### config.mk
export PLATFORM = sky130hd
export DESIGN_NAME = alu_issue
export DESIGN_NICKNAME = d
export VERILOG_FILES = /design/src/rtl/alu_issue.sv
export SDC_FILE = /design/constraint.sdc
export NUM_CORES = 1
export LEC_CHECK = 0
export ABC_AREA = 0
export CORE_UTILIZATION = 43
export DETAILED_ROUTE_END_ITERATION = 8
export GPL_ROUTABILITY_DRIVEN = 0
export PLACE_DENSITY = 0.85
export REMOVE_ABC_BUFFERS = 1
export SYNTH_ARGS = -nofsm -noshare
export SYNTH_HDL_FRONTEND = slang
export SYNTH_SLANG_ARGS = --single-unit
### constraint.sdc
create_clock -name clk -period 3.4 [get_ports clk]
set_clock_uncertainty 0.05 [all_clocks]
set_input_delay 0.85 -clock clk [delete_from_list [all_inputs] [get_ports clk]]
set_output_delay 0.85 -clock clk [all_outputs]
set_load 0.01 [all_outputs]
### src/rtl/alu_issue.sv
// alu_issue: issue stage that registers one instruction onto the ALU bus and holds its result for writeback.
// Latency: result valid 2 cycles after the input handshake with a single-cycle ALU, +1 per cycle alu_done is low.
// Backpressure: one instruction in flight; in_ready only in IDLE, or in HOLD while out_ready is high.
// Optional: define ALU_ISSUE_TIMEOUT_EN to abort EXEC after TIMEOUT_CYCLES cycles without alu_done.

package opcode_pkg;
    typedef enum logic [3:0] {
        OP_NOP  = 4'h0,
        OP_ADD  = 4'h1,
        OP_SUB  = 4'h2,
        OP_AND  = 4'h3,
        OP_LSL  = 4'h4,
        OP_LSR  = 4'h5,
        OP_MUL  = 4'h6,
        OP_SP1  = 4'h7,
        OP_SP2  = 4'h8,
        OP_SP3  = 4'h9,
        OP_SP4  = 4'hA,
        OP_SP5  = 4'hB,
        OP_RES1 = 4'hC,
        OP_RES2 = 4'hD
    } opcode_t;
endpackage

module alu_issue #(
    parameter int DATA_W         = 32,
    parameter int RD_W           = 4,
    parameter int TIMEOUT_CYCLES = 16
) (
    input  logic              clk,
    input  logic              rst_n,
    input  logic              in_valid,
    output logic              in_ready,
    input  logic [3:0]        in_op,
    input  logic [RD_W-1:0]   in_rd,
    input  logic [DATA_W-1:0] in_a,
    input  logic [DATA_W-1:0] in_b,
    output logic [3:0]        alu_op,
    output logic [DATA_W-1:0] alu_a,
    output logic [DATA_W-1:0] alu_b,
    input  logic [DATA_W-1:0] alu_result,
    input  logic              alu_done,
    output logic              out_valid,
    input  logic              out_ready,
    output logic [RD_W-1:0]   out_rd,
    output logic [DATA_W-1:0] out_data,
    output logic              out_wen,
    output logic              out_err,
    output logic              busy
);
    import opcode_pkg::*;

    typedef enum logic [1:0] {
        S_IDLE = 2'd0,
        S_EXEC = 2'd1,
        S_HOLD = 2'd2
    } state_t;

    // Result class is resolved at issue so EXEC only has to select, not decode.
    typedef enum logic [1:0] {
        CLS_WR  = 2'd0,
        CLS_NOP = 2'd1,
        CLS_ERR = 2'd2
    } cls_t;

    if (TIMEOUT_CYCLES < 1) begin : g_cfg_check
        $error("alu_issue: TIMEOUT_CYCLES must be >= 1");
    end

    function automatic cls_t decode_cls(input logic [3:0] op);
        case (op)
            OP_ADD, OP_SUB, OP_AND, OP_LSL, OP_LSR, OP_MUL,
            OP_SP1, OP_SP2, OP_SP3, OP_SP4, OP_SP5: decode_cls = CLS_WR;
            OP_NOP:                                 decode_cls = CLS_NOP;
            default:                                decode_cls = CLS_ERR;
        endcase
    endfunction

    state_t              state_q, state_d;
    logic [3:0]          op_q, op_d;
    logic [RD_W-1:0]     rd_q, rd_d;
    logic [DATA_W-1:0]   a_q, a_d;
    logic [DATA_W-1:0]   b_q, b_d;
    cls_t                cls_q, cls_d;
    logic [RD_W-1:0]     out_rd_q, out_rd_d;
    logic [DATA_W-1:0]   out_data_q, out_data_d;
    logic                out_wen_q, out_wen_d;
    logic                out_err_q, out_err_d;
    logic                take_in;

`ifdef ALU_ISSUE_TIMEOUT_EN
    localparam int CNT_W = $clog2(TIMEOUT_CYCLES + 1);
    // Counter value seen during the last EXEC cycle that is allowed to wait.
    localparam logic [CNT_W-1:0] CNT_LAST = CNT_W'(TIMEOUT_CYCLES - 1);
    logic [CNT_W-1:0] cnt_q, cnt_d;
`endif

    // Next-state, handshake and capture decisions for the issue FSM.
    always_comb begin
        state_d    = state_q;
        op_d       = op_q;
        rd_d       = rd_q;
        a_d        = a_q;
        b_d        = b_q;
        cls_d      = cls_q;
        out_rd_d   = out_rd_q;
        out_data_d = out_data_q;
        out_wen_d  = out_wen_q;
        out_err_d  = out_err_q;
        in_ready   = 1'b0;
        take_in    = 1'b0;
`ifdef ALU_ISSUE_TIMEOUT_EN
        cnt_d      = cnt_q;
`endif

        case (state_q)
            S_IDLE: begin
                in_ready = 1'b1;
                take_in  = in_valid;
            end
            S_EXEC: begin
                if (alu_done) begin
                    // NOP and illegal ops still pass through EXEC; their ALU output is discarded.
                    out_rd_d   = rd_q;
                    out_data_d = (cls_q == CLS_WR) ? alu_result : '0;
                    out_wen_d  = (cls_q == CLS_WR);
                    out_err_d  = (cls_q == CLS_ERR);
                    state_d    = S_HOLD;
                end
`ifdef ALU_ISSUE_TIMEOUT_EN
                else if (cnt_q == CNT_LAST) begin
                    // Watchdog abort: report an error result instead of hanging the pipe.
                    out_rd_d   = rd_q;
                    out_data_d = '0;
                    out_wen_d  = 1'b0;
                    out_err_d  = 1'b1;
                    state_d    = S_HOLD;
                end else begin
                    cnt_d = cnt_q + CNT_W'(1);
                end
`endif
            end
            S_HOLD: begin
                in_ready = out_ready;
                if (out_ready) begin
                    if (in_valid) begin
                        take_in = 1'b1;
                    end else begin
                        state_d = S_IDLE;
                    end
                end
            end
            default: begin
                state_d = S_IDLE;
            end
        endcase

        if (take_in) begin
            op_d    = in_op;
            rd_d    = in_rd;
            a_d     = in_a;
            b_d     = in_b;
            cls_d   = decode_cls(in_op);
            state_d = S_EXEC;
`ifdef ALU_ISSUE_TIMEOUT_EN
            cnt_d   = '0;
`endif
        end
    end

    // State and datapath registers; synchronous active-low reset drops any in-flight instruction.
    always_ff @(posedge clk) begin
        if (!rst_n) begin
            state_q    <= S_IDLE;
            op_q       <= OP_NOP;
            rd_q       <= '0;
            a_q        <= '0;
            b_q        <= '0;
            cls_q      <= CLS_NOP;
            out_rd_q   <= '0;
            out_data_q <= '0;
            out_wen_q  <= 1'b0;
            out_err_q  <= 1'b0;
        end else begin
            state_q    <= state_d;
            op_q       <= op_d;
            rd_q       <= rd_d;
            a_q        <= a_d;
            b_q        <= b_d;
            cls_q      <= cls_d;
            out_rd_q   <= out_rd_d;
            out_data_q <= out_data_d;
            out_wen_q  <= out_wen_d;
            out_err_q  <= out_err_d;
        end
    end

`ifdef ALU_ISSUE_TIMEOUT_EN
    // EXEC cycle counter for the watchdog.
    always_ff @(posedge clk) begin
        if (!rst_n) begin
            cnt_q <= '0;
        end else begin
            cnt_q <= cnt_d;
        end
    end
`endif

    assign alu_op    = op_q;
    assign alu_a     = a_q;
    assign alu_b     = b_q;
    assign out_valid = (state_q == S_HOLD);
    assign out_rd    = out_rd_q;
    assign out_data  = out_data_q;
    assign out_wen   = out_wen_q;
    assign out_err   = out_err_q;
    assign busy      = (state_q != S_IDLE);

endmodule

-- Word-level counts from Yosys, hierarchy flattened
Memories as Yosys holds them, arrays and structs flattened. A register that Yosys moved wholly into a read port is not among the register bits.
Index checks and enable logic that the tools add are counted.
- register bits after elaboration: 112
- ROM bits: 32
- input bits: 109
- output and inout bits: 109
- logic and storage cells: 41
- memories kept: 1
- memories (memory ; words ; width ; read ports ; clocked after Yosys merged registers in ; wr ports ; RTL line ; source):
    (name not given) ; 16 ; 2 ; 1 ; 1 ; 0 ; 71 ; case (op)
- eq/ne operators: 10
- mux-type cells: 10
- bitwise logic cells: 2
- reductions and logical operators: 8
- operators with widths (kind ; number):
    $mux W32 ; 1
    $reduce_and A4 Y1 ; 2
    $mux W2 ; 3
    $ne A2 B2 Y1 const B ; 3
    $pmux W2 S3 ; 1
    $eq A2 B2 Y1 const B ; 2
    $logic_not A2 Y1 ; 2
    $pmux W1 S2 ; 2
    $mux W1 ; 3
    $ne A3 B1 Y1 const B ; 1
    $ne A3 B2 Y1 const B ; 1
    $ne A3 B3 Y1 const B ; 1
    $eq A2 B1 Y1 const B ; 1
    $ne A2 B1 Y1 const B ; 1
    $not A1 Y1 ; 2
    $reduce_and A2 Y1 ; 1
    $reduce_bool A2 Y1 ; 1
    $reduce_or A2 Y1 ; 1
    $logic_not A1 Y1 ; 1

-- Depth between registers and ports, before layout
Gate-level depths: netlist of run 1.
- depth after elaboration: 5
- mapped depth: 6
- mapped depth without buffers: 3

-- Worst setup path before layout of run 1
Ideal clock, no wire load.
- path kind: input -> output
- from: input port out_ready
- to: output port in_ready
- arrival time: 1.534 ns
- data required time: 2.500 ns
- path slack: 0.966 ns
- stages: 4
- buffers on the path: 2
- cells stage by stage: and2b_1 > buf_2 > clkbuf_1 > nor2_1
- cells in the longest elaborated chain, start to end: 1
- ends and longest elaborated chain (item ; RTL line ; source):
    from (decl) ; 44 ; input logic out_ready,
    $pmux W1 S2 ; 116 ; case (state_q)
    to (decl) ; 33 ; output logic in_ready,
Every way passes these cells.

-- Worst setup path after layout of run 1
Ends and elaborated chain as after synthesis.

==> results of run 1 <==
[worst max-delay path, delay by kind of cell]
family	cells	cell delay, ps
AND/OR/NAND/NOR	2	300
buffers and inverters	2	1010
[state kept, by name (all words and copies together), names as in the netlist]
register and cells:
alu_b 32, out_data 32, cls_q 2, out_err 1
state_q 2, alu_a 32, alu_op 4, out_wen 1
out_rd 4, rd_q 4
[synth_stat cells]
library cell  number  area (um^2)
o21ai_0           75          375
dfxtp_1          114         2280
nand3_1           74          370
or3b_1             1         8.76
and2_1             2         12.5
nand2_1            2         7.51
nand3b_2           1         11.3
nand2b_1           2         12.5
nor2b_1            7         43.8
buf_2              8         40.0
nor4b_4            1         23.8
or3_1              1         6.26
buf_1              3         11.3
a21boi_0          39          293
nand4_1            1         6.26
or2_2              1         6.26
nor3b_1            1         7.51
a22o_1            32          280
mux2i_1            4         40.0
clkbuf_1          33          124
a21boi_1          36          270
a21oi_1            1         5.00
buf_6              5         56.3
nor2_1             1         3.75
nor4_1             1         6.26
and2b_1            1         7.51
[final cells by class]
cell class                 instances  area, um^2  area share [%]
tap                              133         166            2.35
clock inverter                     5        75.1            1.06
sequential                       114        2280            32.3
clock buffer                      25         494            6.99
timing repair buffer             224        2240            31.7
multi-input combinational        284        1810            25.6
[cell families (layout without fill, tap and decap cells)]
kind of cell	Yosys count	in the layout	synth area share, %
multiplexers	4	4	0.929
AND/OR/NAND/NOR	97	97	12.4
AO/OA/AOI/OAI	183	183	28.4
flip-flops	114	114	52.9
buffers and inverters	49	254	5.37
[layer usage]
metal / global-route usage [%] / vias to the layer above / share of wire (%)
met2: 43.4 / 168 / 50
met5: 0 / - / 0
met3: 11.4 / 20 / 10
met1: 27.5 / 2008 / 38
met4: 10.9 / 0 / 2.0
li1: - / 2001 / -
[report_power, final]
group,internal (mW),leakage [nW],total (mW),switching (mW)
clock,1.13,0.284,1.70,0.572
combinational,0.274,1.39,0.464,0.190
sequential,1.40,0.931,1.43,0.0327
total,2.80,2.60,3.60,0.794
[cells in the final DEF (no fill, tap or decap), types with 2 or more instances in the layout]
cell / synthesis / final
nand2b_2: 0 / 2
a21boi_0: 39 / 39
a22o_1: 32 / 32
a21boi_1: 36 / 36
clkbuf_1: 33 / 3
nand3_1: 74 / 74
mux2i_1: 4 / 4
o21ai_0: 75 / 75
nor2b_1: 7 / 6
nand2_1: 2 / 2
buf_4: 0 / 5
clkbuf_16: 0 / 16
clkdlybuf4s50_1: 0 / 216
clkbuf_8: 0 / 6
clkinv_2: 0 / 3
and2_1: 2 / 2
bufinv_16: 0 / 2
buf_12: 0 / 2
dfxtp_1: 114 / 114
[path summary, 6_finish.rpt]
path | start | endpoint | slack [ps] | depth (start not counted)
hold reg to reg | out_wen | out_wen | 420 | 2
setup reg to reg | state_q[1] | out_data[12] | 1310 | 3
setup / recovery | out_ready | in_ready | 340 | 4
hold / removal | out_wen | out_wen | 420 | 2
[metrics by stage]
step | TNS [ps] | power [mW] | cells | hold slack (ps) | worst slack, ps
after floorplan | -25860 | 1.62 | 398 | 402 | -388
after global placement | 0 | 1.91 | 755 | 392 | 357
after detailed placement | 0 | 1.92 | 755 | 400 | 346
after CTS | 0 | 3.62 | 785 | 417 | 345
after global routing | 0 | 3.74 | 785 | 446 | 276
final | 0 | 3.60 | 785 | 417 | 341
==> impl_metrics.json, run 1 <==
{
  "final_util_pct": 72.7,
  "cp_slowest_cell": "clkdlybuf4s50_1",
  "place_area_um2": 6500,
  "start_util_pct": 44.3,
  "cts_tree": "done",
  "wl_mm": 13.3,
  "worst_ep_arrival_time_ps": 2160,
  "cts_hold_buffers": 0,
  "fp.dieW_um": 102,
  "p_leak_nw": 2.60,
  "pin_count": 218,
  "rows": 36,
  "syn_area_per_cell_um2": 9.65,
  "grt_use_total_pct": 25.5,
  "powerDensity_nw_per_um2": 508,
  "via_per_inst": 5.35,
  "hpwl_mm": 8.39,
  "num-nets-final": 750,
  "synthCells": 447,
  "cts.clk_slew.worst_paths_ps": 50,
  "setup_viol": 0,
  "grt_pass1_wl_mm": 20.4,
  "wl_per_cell_um": 16.9,
  "numPortBuffers": 217,
  "syn2layout_area_growth_pct": 64.1,
  "ys_types": 26,
  "clock_path_buffers": 2,
  "outcome": "finished clean",
  "grt_overflow_total": 0,
  "fin_crit_ps": 3060,
  "syn_area_um2": 4310,
  "crit_path_cell_trace": "clkdlybuf4s50_1 -> and2b_2 -> nor2_1 -> clkdlybuf4s50_1",
  "core_area_um2": 9730,
  "crit_path_end_kind": "output port",
  "slew_headroom_pct": 24.3,
  "ir_drop_uv": 359,
  "max_cap_viol_count": 0,
  "die-area_um2": 10400,
  "worst-slew-pin-transition_ps": 1140,
  "diodes": 0,
  "drt-initial-drc-count": 155,
  "die_height_um": 102,
  "firstDrtPassIters": 4,
  "cts_sinks": 114,
  "crit_type": "input pin to output port",
  "cpPeakStageDelay_ps": 540,
  "drv_slew": 0,
  "grt_max_degree": 77,
  "drtAntennaViolNets": 0,
  "post_cts_buffers": 0,
  "clk_latency_ps": 510,
  "synth_seq_cells": 114,
  "vias": 4197,
  "h-tree-depth": 4,
  "cts_made_buffers": 17,
  "start_kind": "input pin",
  "cpMostUsedCell": "clkdlybuf4s50_1",
  "fillers": 741,
  "antenna_found_initial": 0,
  "required_ps": 2500,
  "first_global_vias": 4113,
  "yosys_warnings": 0,
  "critPathMaxFanout": 2,
  "fmax_mhz": 327,
  "cts_resized": 0,
  "yosysSeqAreaShare_pct": 52.9,
  "drive_gt1_share_pct": 6.44,
  "cts_root_buffer": "clkbuf_8",
  "fin_area_um2": 7070,
  "hold_viol": 0,
  "hold_path_class": "register to register",
  "fin_crit_sh_pct": 90.0,
  "drc": 0,
  "rsz0062_at_grt": "no"
}
Power figures use the tool's default switching activity.
==> inputs of run 2 (changes only) <==
Settings changed: SETUP_SLACK_MARGIN set to 0.4.
==> run 2 against run 1 <==
- utilization about the same
- final cell count stayed put
- setup slack improved by 270 ps
- critical path type unchanged
==> impl_metrics.json, run 2 (synthesis gave the netlist of run 1 again) <==
{
  "cts.clk_slew.worst_paths_ps": 50,
  "grt_overflow_total": 0,
  "worst-slew-pin-transition_ps": 1140,
  "crit_path_end_kind": "output port",
  "place_area_um2": 6500,
  "diodes": 0,
  "fmax_mhz": 359,
  "wl_per_cell_um": 16.9,
  "drc": 0,
  "hpwl_mm": 8.39,
  "start_kind": "input pin",
  "fin_cells": 785,
  "grt_max_degree": 77,
  "fillers": 742,
  "crit_type": "input pin to output port",
  "core_area_um2": 9730,
  "firstDrtPassIters": 4,
  "h-tree-depth": 4,
  "mostFrequentLayoutCell": "clkdlybuf4s50_1",
  "ir_drop_uv": 359,
  "fin_area_um2": 7070,
  "grt_pass1_wl_mm": 20.4,
  "power_mw": 3.60,
  "worst_ep_arrival_time_ps": 1890,
  "cts_tree": "done",
  "max_cap_viol_count": 0,
  "cts_made_buffers": 17,
  "vias": 4190,
  "drv_slew": 0,
  "die_height_um": 102,
  "antenna_found_initial": 0,
  "slew_headroom_pct": 24.3,
  "die-area_um2": 10400,
  "critPathMaxFanout": 2,
  "cts_root_buffer": "clkbuf_8",
  "numPortBuffers": 217,
  "clock_path_buffers": 2,
  "hold_path_class": "register to register",
  "rsz0062_at_grt": "no",
  "hold_viol": 0,
  "powerDensity_nw_per_um2": 508,
  "rows": 36,
  "mostFrequentLayoutCells": "215 x clkdlybuf4s50_1, 114 x dfxtp_1, 75 x o21ai_0",
  "fin_crit_ps": 2790,
  "grt_use_total_pct": 25.5,
  "drive_gt1_share_pct": 6.44,
  "drtAntennaViolNets": 0,
  "wl_mm": 13.3,
  "fin_crit_sh_pct": 81.9,
  "fin_setup_tns_ps": 0,
  "start_util_pct": 44.3,
  "via_per_inst": 5.34,
  "outcome": "finished clean",
  "required_ps": 2500,
  "setup_viol": 0,
  "drt-initial-drc-count": 153,
  "clk_latency_ps": 510,
  "fp.dieW_um": 102,
  "p_leak_nw": 2.60,
  "syn2layout_area_growth_pct": 64.0,
  "pre_cts_slack_ps": 346,
  "place_inst": 755,
  "setup_ws_ps": 614,
  "pin_count": 218,
  "num-nets-final": 750,
  "cts_hold_buffers": 0,
  "first_global_vias": 4113,
  "cts_sinks": 114
}
-- run 2: cell count changes in the layout (fill, tap and decap cells not counted), sizes merged --
| cell | previous run | this run |
|---|---|---|
| clkdlybuf4s50 | 216 | 215 |
| dlygate4sd2 | 0 | 1 |
-- run 2: cell type report --
cell class | instances | area (um^2) | area share, %
clock buffer | 25 | 494 | 6.99
clock inverter | 5 | 75.1 | 1.06
multi-input combinational | 284 | 1810 | 25.6
sequential | 114 | 2280 | 32.3
tap | 133 | 166 | 2.35
timing repair buffer | 224 | 2240 | 31.7
-- run 2: per-stage QoR --
stage	hold slack, ps	util [%]
floorplan	402	-
global placement	392	66.9
detailed placement	400	66.9
CTS	417	72.7
global route	446	72.7
finish	417	72.7
-- run 2: worst paths after layout --
check,endpoint,slack [ps],startpoint,cells past startpoint
setup / recovery,in_ready,610,out_ready,4
hold / removal,out_wen,420,out_wen,2
setup reg to reg,out_data[12],1310,state_q[1],3
hold reg to reg,out_wen,420,out_wen,2
-- run 2: timing repair --
item	4_1_cts	5_1_grt
setup endpoints to repair	1	0
resized for setup	1	0
buffers inserted	0	0
-- run 2: metal layers --
| metal | vias to the layer above | track usage, % | routed length, um | share of wire, % |
|---|---|---|---|---|
| met1 | 1998 | 27.5 | 5030 | 38 |
| met5 | - | 0 | 0 | 0 |
| met3 | 20 | 11.4 | 1360 | 10 |
| met2 | 170 | 43.4 | 6640 | 50 |
| li1 | 2002 | - | - | - |
| met4 | 0 | 10.9 | 270 | 2.0 |
-- run 2: report_power, final --
| part | internal (mW) | switching, mW |
|---|---|---|
| Combinational | 0.273 | 0.190 |
| Clock | 1.13 | 0.573 |
| Sequential | 1.40 | 0.0327 |
-- run 2: critical path, stage by stage --
cell,delay [ps]
clkdlybuf4s50_1,470
and2b_2,230
nor2_1,70
dlygate4sd2_1,270
